File: src/rtl/window_accumulator.sv
// window_accumulator: per-frame, per-channel statistics over windowed samples.
// Three select-mask streams mark which beats fall in each channel's window;
// for every channel the in-window sum, count and signed peak are built up over
// a FRAME_LEN-beat frame and published together with a one-cycle strobe.
module window_accumulator #(
    parameter int DW        = 16,
    parameter int FRAME_LEN = 256
) (
    input  logic                          clk,
    input  logic                          rst_n,
    input  logic signed [DW-1:0]          sample_data,
    input  logic                          sample_valid,
    input  logic                          sel_1,
    input  logic                          sel_2,
    input  logic                          sel_3,
    input  logic                          sel_en_1,
    input  logic                          sel_en_2,
    input  logic                          sel_en_3,
    input  logic                          ch3_error,
    output logic signed [DW+7:0]          sum_1,
    output logic signed [DW+7:0]          sum_2,
    output logic signed [DW+7:0]          sum_3,
    output logic [$clog2(FRAME_LEN):0]    cnt_1,
    output logic [$clog2(FRAME_LEN):0]    cnt_2,
    output logic [$clog2(FRAME_LEN):0]    cnt_3,
    output logic signed [DW-1:0]          max_1,
    output logic signed [DW-1:0]          max_2,
    output logic signed [DW-1:0]          max_3,
    output logic                          ch3_ok,
    output logic                          align_err,
    output logic                          result_valid
);

    localparam int CW   = $clog2(FRAME_LEN);
    localparam int CNTW = CW + 1;
    localparam int SW   = DW + 8;
    localparam logic signed [DW-1:0] MOST_NEG = {1'b1, {(DW-1){1'b0}}};

    typedef enum logic {IDLE, ACCUM} state_t;

    state_t          state_reg;
    logic [CW-1:0]   beat_cnt_reg;
    logic            align_reg;
    logic            align_next;
    logic            ch3_err_reg;
    logic            ch3_err_next;
    logic            ch3_ok_reg;
    logic            align_err_reg;
    logic            result_valid_reg;

    logic            beat;
    logic            frame_start;
    logic            frame_close;
    logic            misalign_now;
    logic [2:0]      sel_v;
    logic [2:0]      sel_en_v;

    logic signed [SW-1:0] sum_arr [3];
    logic [CNTW-1:0]      cnt_arr [3];
    logic signed [DW-1:0] max_arr [3];

    assign beat        = sample_valid;
    assign frame_start = beat && (state_reg == IDLE);
    assign frame_close = beat && (state_reg == ACCUM) && (beat_cnt_reg == CW'(FRAME_LEN - 1));
    assign sel_v       = {sel_3, sel_2, sel_1};
    assign sel_en_v    = {sel_en_3, sel_en_2, sel_en_1};

    // A beat missing any mask-valid, or a mask-valid with no beat, is misaligned.
    assign misalign_now = beat ? ~(&sel_en_v) : (|sel_en_v);

    // Working frame flags: the start beat reloads them from its own contribution.
    always_comb begin
        align_next   = align_reg | misalign_now;
        ch3_err_next = ch3_err_reg;
        if (frame_start) begin
            align_next   = misalign_now;
            ch3_err_next = ch3_error;
        end else if (state_reg == ACCUM) begin
            ch3_err_next = ch3_err_reg | ch3_error;
        end
    end

    // Frame FSM, beat counter, working flags and the published status/strobe.
    always_ff @(posedge clk or negedge rst_n) begin
        if (!rst_n) begin
            state_reg        <= IDLE;
            beat_cnt_reg     <= '0;
            align_reg        <= 1'b0;
            ch3_err_reg      <= 1'b0;
            ch3_ok_reg       <= 1'b1;
            align_err_reg    <= 1'b0;
            result_valid_reg <= 1'b0;
        end else begin
            align_reg        <= align_next;
            ch3_err_reg      <= ch3_err_next;
            result_valid_reg <= frame_close;
            if (beat) begin
                beat_cnt_reg <= frame_close ? '0 : beat_cnt_reg + CW'(1);
            end
            case (state_reg)
                IDLE:    if (frame_start) state_reg <= ACCUM;
                ACCUM:   if (frame_close) state_reg <= IDLE;
                default: state_reg <= IDLE;
            endcase
            if (frame_close) begin
                ch3_ok_reg    <= ~ch3_err_next;
                align_err_reg <= align_next;
            end
        end
    end

    genvar gi;
    generate
        for (gi = 0; gi < 3; gi++) begin : g_ch
            logic                 in_win;
            logic signed [SW-1:0] sample_ext;
            logic signed [SW-1:0] sum_reg, sum_next, sum_out_reg;
            logic [CNTW-1:0]      cnt_reg, cnt_next, cnt_out_reg;
            logic signed [DW-1:0] max_reg, max_next, max_out_reg;

            assign in_win     = beat & sel_en_v[gi] & sel_v[gi];
            assign sample_ext = {{8{sample_data[DW-1]}}, sample_data};

            // Next working values: reload on the start beat, accumulate afterwards.
            always_comb begin
                sum_next = sum_reg;
                cnt_next = cnt_reg;
                max_next = max_reg;
                if (frame_start) begin
                    sum_next = in_win ? sample_ext : '0;
                    cnt_next = {{(CNTW-1){1'b0}}, in_win};
                    max_next = in_win ? sample_data : MOST_NEG;
                end else if (in_win) begin
                    sum_next = sum_reg + sample_ext;
                    cnt_next = cnt_reg + CNTW'(1);
                    if (sample_data > max_reg) begin
                        max_next = sample_data;
                    end
                end
            end

            // Working accumulators every cycle; output copy on the closing beat.
            always_ff @(posedge clk or negedge rst_n) begin
                if (!rst_n) begin
                    sum_reg     <= '0;
                    cnt_reg     <= '0;
                    max_reg     <= MOST_NEG;
                    sum_out_reg <= '0;
                    cnt_out_reg <= '0;
                    max_out_reg <= MOST_NEG;
                end else begin
                    sum_reg <= sum_next;
                    cnt_reg <= cnt_next;
                    max_reg <= max_next;
                    if (frame_close) begin
                        sum_out_reg <= sum_next;
                        cnt_out_reg <= cnt_next;
                        max_out_reg <= max_next;
                    end
                end
            end

            assign sum_arr[gi] = sum_out_reg;
            assign cnt_arr[gi] = cnt_out_reg;
            assign max_arr[gi] = max_out_reg;
        end
    endgenerate

    assign sum_1        = sum_arr[0];
    assign sum_2        = sum_arr[1];
    assign sum_3        = sum_arr[2];
    assign cnt_1        = cnt_arr[0];
    assign cnt_2        = cnt_arr[1];
    assign cnt_3        = cnt_arr[2];
    assign max_1        = max_arr[0];
    assign max_2        = max_arr[1];
    assign max_3        = max_arr[2];
    assign ch3_ok       = ch3_ok_reg;
    assign align_err    = align_err_reg;
    assign result_valid = result_valid_reg;

endmodule
File: config.mk
export PLATFORM = sky130hd
export DESIGN_NAME = window_accumulator
export DESIGN_NICKNAME = d
export VERILOG_FILES = /design/src/rtl/window_accumulator.sv
export SDC_FILE = /design/constraint.sdc
export NUM_CORES = 1
export LEC_CHECK = 0
export ABC_AREA = 1
export CAP_MARGIN = 30
export CORE_ASPECT_RATIO = 0.75
export CORE_MARGIN = 1.5
export CORE_UTILIZATION = 59
export CTS_BUF_LIST = sky130_fd_sc_hd__clkbuf_16
export DETAILED_ROUTE_END_ITERATION = 16
export PLACE_DENSITY = 0.85
export SETUP_SLACK_MARGIN = 0.15
export SLEW_MARGIN = 0
export SYNTH_ARGS = -nofsm -noshare
export SYNTH_HDL_FRONTEND = slang
export SYNTH_SLANG_ARGS = --single-unit
File: constraint.sdc
create_clock -name clk -period 2.7 [get_ports clk]
set_input_delay 0.54 -clock clk [delete_from_list [all_inputs] [get_ports clk]]
set_output_delay 0.54 -clock clk [all_outputs]
set_load 0.05 [all_outputs]
==> summary.md, run 1 <==
| Metric | Value |
|---|---|
| Routability congestion estimate | `0.9859` |
| Global routing usage on met3 | `0.09428` |
| H-Tree Depth | `1` |
| Overall die height | `158.5 um` |
| Final period demand of the worst path | `2.524 ns` |
| Setup tns final | `0 ns` |
| Dominant cells by area after synthesis | `sky130_fd_sc_hd__dfrtp_1, sky130_fd_sc_hd__nand2_1, sky130_fd_sc_hd__ha_1` |
| Yosys top cell area share | `0.3958` |
| Mapped cell area | `19030 sq um` |
| Reg-to-reg critical path startpoint | `g_ch[2].max_reg[15]` |
| Number of buffers inserted by port buffering | `175` |
| Average via count per standard cell | `5.624` |
| Count of unique library cells instantiated by Yosys | `43` |
| Final total power | `23.11 mW` |
| Flip-flop count of the largest register, all copies and words added | `72` |
| VDD IR-drop max | `0.0006952 V` |
| Clock root cell | `sky130_fd_sc_hd__clkbuf_16` |
| List of cells traversed by the critical path | `clkdlybuf4s50_1` |
| Half-perimeter wire length after placement | `46.16 mm` |
| Post-Synthesis Cells | `2574` |
| TritonCTS Sinks | `308` |
| Number of setup buffers added after CTS | `0` |
| RSZ-0062 raised after global routing | `false` |
| Max-Cap Viols | `0` |
| CORE AREA | `31530 sq um` |
| Boundary pin count | `176` |
| Clock tree buffer depth | `3` |
| Largest incremental delay on the critical path | `0.89 ns` |
| Vias after detailed routing | `18960` |
| Most frequent cell after synthesis | `sky130_fd_sc_hd__nand2_1` |
| Average wire per standard cell | `18.69 um` |
| Count of final max-slew check failures | `0` |
| Synth cell count leaders | `sky130_fd_sc_hd__nand2_1, sky130_fd_sc_hd__dfrtp_1, sky130_fd_sc_hd__inv_1` |
| Part of the total power dissipated in sequential elements | `0.278` |
| Final cell count without fillers | `3372` |
| Combinational power share | `0.529` |
| Synth Net Count | `2724` |
| Remaining number of nets flagged by the antenna check after routing | `0` |
| Leakage component of the power | `12.83 nW` |
| Total routed wirelength | `63.01 mm` |
| Placed cells | `3310` |
| Met2 Resource Use GR | `0.5706` |
| Max Freq | `396.3 MHz` |
| First-pass GRT wire length | `98.09 mm` |
| Relative contribution of the clock network to total power | `0.193` |
| Clock network latency to the later pin of the worst-skew pair | `0.61 ns` |
| Sequential element share of the synthesized area | `0.4054` |
| Power density cells | `956.4 nW/um^2` |
| Number of synthesized flops with an enable pin | `0` |
| Critical setup path kind | `reg2out` |
| Startpoint types | `register` |
| Worst hold-check path type | `in2async` |
| Final period utilization | `0.9346` |
| CTS buffer count | `31` |
| Top Family by Delay on Critical Path | `buffers and inverters` |
| Minimum setup slack after placement | `-0.4081 ns` |
| Total net switching power | `9.748 mW` |
| DIE WIDTH | `210.4 um` |
| Initial antenna violation count | `3` |
| Busiest layer in global routing | `met2` |
| Clock skew after layout | `0.01654 ns` |
| Slowest-stage cell, CP | `sky130_fd_sc_hd__clkdlybuf4s50_1` |
| Crit path capture type | `output port` |
| Transition time of the tightest slew-check pin | `0.6102 ns` |
| Final WS setup | `0.1765 ns` |
| CTS tree | `yes` |
| Internal reg-to-reg setup slack | `0.30 ns` |
| Flops & latches, synth | `308` |
| Reg clk slew, reported paths | `0.07 ns` |
| Share of final-layout standard cells stronger than drive strength 1 | `0.1423` |
| Arrival time at the worst endpoint | `1.98 ns` |
| Req. time, crit path | `2.16 ns` |
| Floorplan die area | `33360 sq um` |
| Result of the run | `completed` |
| Nets@finish | `3090` |
| Post-synthesis to final-layout area growth | `26.96%` |
| Total congestion overflow | `0` |
| Top flip-flop cell by instance count after synthesis | `sky130_fd_sc_hd__dfrtp_1` |
| GR Util All Layers | `0.3766` |
| Critical path buffer and inverter count | `1` |
| First-iteration detailed-routing DRC count | `1940` |
| Number of setup violations in the final report | `0` |
| Drt pass-1 iters | `6` |
| Number of cell rows | `56` |
| Final count of hold timing violations | `0` |
| Number of cells traversed by the worst register-to-register path | `13` |
| Number of cells on the critical path | `1` |
| Starting density of the core | `0.6036` |
| Critical path fanouts, max | `2` |
| Rel. slew slack | `0.5919` |
| Critical register-to-register path endpoint | `max_3[5]` |
| DRC violations left | `0` |
| Via count of the first global-routing pass | `18490` |
| Cell internal power dissipation | `13.36 mW` |
| Async set-or-reset flop fraction in the synthesized netlist | `1.000` |
| Mean instance size in the synthesized netlist | `7.394 sq um` |
| Switching power share of the total | `0.4218` |
| Pin count of the biggest net entering global routing | `114` |
| Filler Cells Inserted | `2293` |
| Cell accounting for the most synthesized area | `sky130_fd_sc_hd__dfrtp_1` |
| Grt met1 use | `0.5275` |
| Syn. warnings | `0` |
## stage by stage
stage | utilization | instance area (sq um) | hold WS (ns)
CTS | 0.7640 | 24090 | 0.4792
global route | 0.7663 | 24160 | 0.4893
floorplan | - | 19030 | 0.2444
finish | 0.7663 | 24160 | 0.4768
detailed placement | 0.7310 | 23050 | 0.4639
global placement | 0.7310 | 23050 | 0.4558
## power groups by stage
| stage | sequential [mW] | clock (mW) | combinational [mW] |
|---|---|---|---|
| finish | 6.43 | 4.47 | 12.2 |
| global route | 6.54 | 4.66 | 13.4 |
| CTS | 6.41 | 4.49 | 11.9 |
| detailed placement | 6.46 | 0 | 11.8 |
| global placement | 6.42 | 0 | 11.4 |
| floorplan | 6.66 | 0 | 7.17 |
## timing repair
| item | in CTS | in global routing |
|---|---|---|
| hold buffers | 1 | 0 |
| resized for setup | 0 | 12 |
| setup endpoints to repair | 0 | 72 |
| hold endpoints to repair | 48 | 0 |
## metal layers
layer	wire length (um)	vias to the layer above
li1	-	8941
met1	26630	8842
met2	26600	1002
met3	7438	174
met4	2314	4
met5	27	-
## cell type report
type / instances / area, sq um / share of cell area
Antenna cell: 1 / 2.502 / 0.0001036
Clock inverter: 27 / 255.2 / 0.01056
Multi-Input combinational cell: 1884 / 9817 / 0.4063
Clock buffer: 31 / 775.7 / 0.03210
Sequential cell: 308 / 7716 / 0.3193
Inverter: 305 / 1151 / 0.04764
Timing Repair Buffer: 410 / 3938 / 0.1630
Tap cell: 406 / 508.0 / 0.02102
## cells in the final DEF, fill, tap and decap left out, types with 4 or more instances in the layout
| cell type | n |
|---|---|
| sky130_fd_sc_hd__nand3_4 | 5 |
| sky130_fd_sc_hd__clkinvlp_4 | 4 |
| sky130_fd_sc_hd__a31oi_1 | 20 |
| sky130_fd_sc_hd__dfstp_2 | 7 |
| sky130_fd_sc_hd__nor2_2 | 7 |
| sky130_fd_sc_hd__nor2_1 | 139 |
| sky130_fd_sc_hd__inv_2 | 8 |
| sky130_fd_sc_hd__o21ai_0 | 88 |
| sky130_fd_sc_hd__nor3_1 | 21 |
| sky130_fd_sc_hd__nand2_2 | 42 |
| sky130_fd_sc_hd__nand2_1 | 946 |
| sky130_fd_sc_hd__xor2_1 | 13 |
| sky130_fd_sc_hd__or2_2 | 31 |
| sky130_fd_sc_hd__or2_1 | 5 |
| sky130_fd_sc_hd__dfrtp_1 | 301 |
| sky130_fd_sc_hd__clkinv_1 | 8 |
| sky130_fd_sc_hd__o21ai_1 | 8 |
| sky130_fd_sc_hd__bufinv_16 | 4 |
| sky130_fd_sc_hd__clkdlybuf4s50_1 | 172 |
| sky130_fd_sc_hd__ha_1 | 120 |
| sky130_fd_sc_hd__xnor2_1 | 27 |
| sky130_fd_sc_hd__nand3_2 | 23 |
| sky130_fd_sc_hd__clkbuf_16 | 32 |
| sky130_fd_sc_hd__a21oi_1 | 94 |
| sky130_fd_sc_hd__and2_1 | 12 |
| sky130_fd_sc_hd__buf_12 | 31 |
| sky130_fd_sc_hd__nand3_1 | 149 |
| sky130_fd_sc_hd__o21bai_1 | 11 |
| sky130_fd_sc_hd__nand4_1 | 52 |
| sky130_fd_sc_hd__o21a_1 | 33 |
| sky130_fd_sc_hd__clkinv_2 | 5 |
| sky130_fd_sc_hd__buf_4 | 201 |
| sky130_fd_sc_hd__o211ai_1 | 6 |
| sky130_fd_sc_hd__a21o_1 | 6 |
| sky130_fd_sc_hd__inv_1 | 298 |
## worst max-delay path by stage
stage | slack, ns | to | from
after floorplan | 0.52 | sum_1[18] | sample_data[0]
after global placement | -0.31 | sum_3[18] | sample_data[0]
after detailed placement | -0.41 | sum_1[6] | sample_data[0]
after CTS | 0.18 | max_1[4] | max_1[4]
after global routing | 0.16 | max_3[14] | sample_data[13]
final | 0.18 | max_1[4] | max_1[4]
## logic make-up after synthesis
group | share of synthesized area
adder cells (fa/ha/maj) | 0.08270
flip-flops | 0.4054
AND/OR/NAND/NOR | 0.3271
buffers and inverters | 0.08080
XOR/XNOR | 0.01841
AO/OA/AOI/OAI | 0.08560
No activity file was read; power rests on OpenSTA's default activity.
==> inputs of run 2 (changes only) <==
- CORE_UTILIZATION: 59 -> 60
- PLACE_DENSITY: 0.85 -> 0.86
- TNS_END_PERCENT: not set -> 5
- clock period: 2.7 -> 3.25 ns (I/O delays scaled with it)
==> summary.md, run 2 (synthesis results as in run 1) <==
| Metric | Value |
|---|---|
| Post-synthesis to final-layout area growth | `23.27% (was 26.96%)` |
| Commonest cells after routing, fill and taps aside | `sky130_fd_sc_hd__nand2_1, sky130_fd_sc_hd__inv_1, sky130_fd_sc_hd__dfrtp_1, sky130_fd_sc_hd__clkdlybuf4s50_1, sky130_fd_sc_hd__nand3_1 (was sky130_fd_sc_hd__nand2_1, sky130_fd_sc_hd__dfrtp_1, sky130_fd_sc_hd__inv_1, sky130_fd_sc_hd__buf_4, sky130_fd_sc_hd__clkdlybuf4s50_1)` |
| Leakage component of the power | `12.43 nW (was 12.83 nW)` |
| CTS tree | `yes (unchanged)` |
| Half-perimeter wire length after placement | `44.74 mm (was 46.16 mm)` |
| Reg clk slew, reported paths | `0.07 ns (about the same)` |
| Clock root cell | `sky130_fd_sc_hd__clkbuf_16 (unchanged)` |
| Worst hold slack | `0.05530 ns (was 0.4768 ns)` |
| Count of final max-slew check failures | `0 (unchanged)` |
| Total routed wirelength | `61.10 mm (was 63.01 mm)` |
| Vias after detailed routing | `18590 (was 18960)` |
| Req. time, crit path | `3.69 ns (was 2.16 ns)` |
| Number of buffers inserted by port buffering | `175 (unchanged)` |
| Final cell count without fillers | `3284 (was 3372)` |
| Number of setup violations in the final report | `0 (unchanged)` |
| Critical path fanouts, max | `4 (was 2)` |
| Setup tns final | `0 ns (unchanged)` |
| Number of setup buffers added after CTS | `0 (unchanged)` |
| RSZ-0062 raised after global routing | `false (unchanged)` |
| PostCTS Resize Cnt | `0 (unchanged)` |
| Total congestion overflow | `0 (unchanged)` |
| First-pass GRT wire length | `95.68 mm (was 98.09 mm)` |
| Average wire per standard cell | `18.60 um (was 18.69 um)` |
| Worst hold-check path type | `in2async (unchanged)` |
| Placed cells | `3225 (was 3310)` |
| Transition time of the tightest slew-check pin | `0.8268 ns (was 0.6102 ns)` |
| Drt pass-1 iters | `6 (unchanged)` |
| Final period demand of the worst path | `2.693 ns` |
| DRC violations left | `0 (unchanged)` |
| Number of cell rows | `56 (unchanged)` |
| Pin count of the biggest net entering global routing | `70 (was 114)` |
| Number of buffers inserted for hold repair after clock tree synthesis | `0 (was 1)` |
| Final WS setup | `0.5567 ns (was 0.1765 ns)` |
| Average via count per standard cell | `5.662 (was 5.624)` |
| Remaining number of nets flagged by the antenna check after routing | `0 (unchanged)` |
| Final std cell area, no fill | `23460 sq um (was 24160 sq um)` |
| Crit path capture type | `register (was output port)` |
| Nets@finish | `3002 (was 3090)` |
| Overall die height | `157.2 um (was 158.5 um)` |
| Share of final-layout standard cells stronger than drive strength 1 | `0.1126 (was 0.1423)` |
| Final count of hold timing violations | `0 (unchanged)` |
| VDD IR-drop max | `0.0004559 V (was 0.0006952 V)` |
| Critical setup path kind | `in2reg (was reg2out)` |
| Routability congestion estimate | `0.9734 (was 0.9859)` |
| First-iteration detailed-routing DRC count | `2025 (was 1940)` |
| Boundary pin count | `176 (unchanged)` |
| Placed standard-cell area | `22370 sq um (was 23050 sq um)` |
| Floorplan die area | `32810 sq um (was 33360 sq um)` |
| DIE WIDTH | `208.7 um (was 210.4 um)` |
| Clock network latency to the later pin of the worst-skew pair | `0.59 ns (was 0.61 ns)` |
| Most common cell after layout, fill and taps aside | `sky130_fd_sc_hd__nand2_1 (unchanged)` |
| Minimum setup slack after placement | `0.04646 ns (was -0.4081 ns)` |
| Clock tree buffer depth | `3 (unchanged)` |
| TritonCTS Sinks | `308 (unchanged)` |
| Initial antenna violation count | `1 (was 3)` |
| Max Freq | `371.3 MHz` |
| Flip-flop count of the largest register, all copies and words added | `72 (unchanged)` |
| Via count of the first global-routing pass | `17740 (was 18490)` |
| Final period utilization | `0.8287` |
| Result of the run | `completed (unchanged)` |
| H-Tree Depth | `1 (unchanged)` |
| CTS buffer count | `31 (unchanged)` |
| Startpoint types | `input pin (was register)` |
| CORE AREA | `31250 sq um (was 31530 sq um)` |
| Power density cells | `796.3 nW/um^2 (was 956.4 nW/um^2)` |
| Rel. slew slack | `0.4488 (was 0.5919)` |
| Arrival time at the worst endpoint | `3.13 ns (was 1.98 ns)` |
| Clock skew after layout | `0.01167 ns (was 0.01654 ns)` |
| Max-Cap Viols | `0 (unchanged)` |
| Starting density of the core | `0.6090 (was 0.6036)` |
| GR Util All Layers | `0.3728 (was 0.3766)` |
## run 2: layout make-up
cell class                      count  area, sq um
Multi-Input combinational cell   1883         9783
Fill cell                        2334         7790
Sequential cell                   308         7716
Timing Repair Buffer              323         3218
Inverter                          305         1147
Clock buffer                       31        775.7
Tap cell                          406        508.0
Clock inverter                     27        309.0
Antenna cell                        1        2.502
## run 2: stage by stage
stage                     total power [mW]    util
final                                18.68  0.7507
after global routing                 19.92  0.7507
after CTS                            18.47  0.7506
after detailed placement             14.50  0.7159
after global placement               14.16  0.7159
after floorplan                      11.49       -
## run 2: report_power, final
part           switching [mW]  internal [mW]  total (mW)
clock                    1.65           2.29        3.93
sequential              0.552           4.79        5.34
combinational            5.70           3.71        9.41
total                    7.90           10.8        18.7
## run 2: worst paths after layout
path                                  from         to  slack [ns]  cells past startpoint
setup / recovery            sample_data[0]   sum_3[6]        0.56                     12
hold / removal                       rst_n  sum_3[13]        0.06                      1
setup reg to reg           beat_cnt_reg[0]   sum_3[4]        0.77                      7
hold reg to reg                  sum_2[18]  sum_2[18]        0.48                      2
max in group asynchronous            rst_n   sum_1[5]        2.34                      2
min in group clk                 sum_2[18]  sum_2[18]        0.48                      2
## run 2: metal layers
metal	part of all wire	GRT usage
met5	0	0
met4	0.034	0.1180
met3	0.12	0.09836
met2	0.42	0.5596
met1	0.43	0.5278
## run 2: worst max-delay path, cell delays in order
cell,delay (ns)
sky130_fd_sc_hd__clkdlybuf4s50_1,0.58
sky130_fd_sc_hd__ha_1,0.20
sky130_fd_sc_hd__inv_1,0.06
sky130_fd_sc_hd__fa_1,0.43
sky130_fd_sc_hd__o21ai_2,0.31
sky130_fd_sc_hd__nand2_1,0.09
sky130_fd_sc_hd__nand2_1,0.16
sky130_fd_sc_hd__buf_4,0.14
sky130_fd_sc_hd__xnor2_1,0.10
sky130_fd_sc_hd__nand2_1,0.08
sky130_fd_sc_hd__a31oi_1,0.21
sky130_fd_sc_hd__o21ai_0,0.12
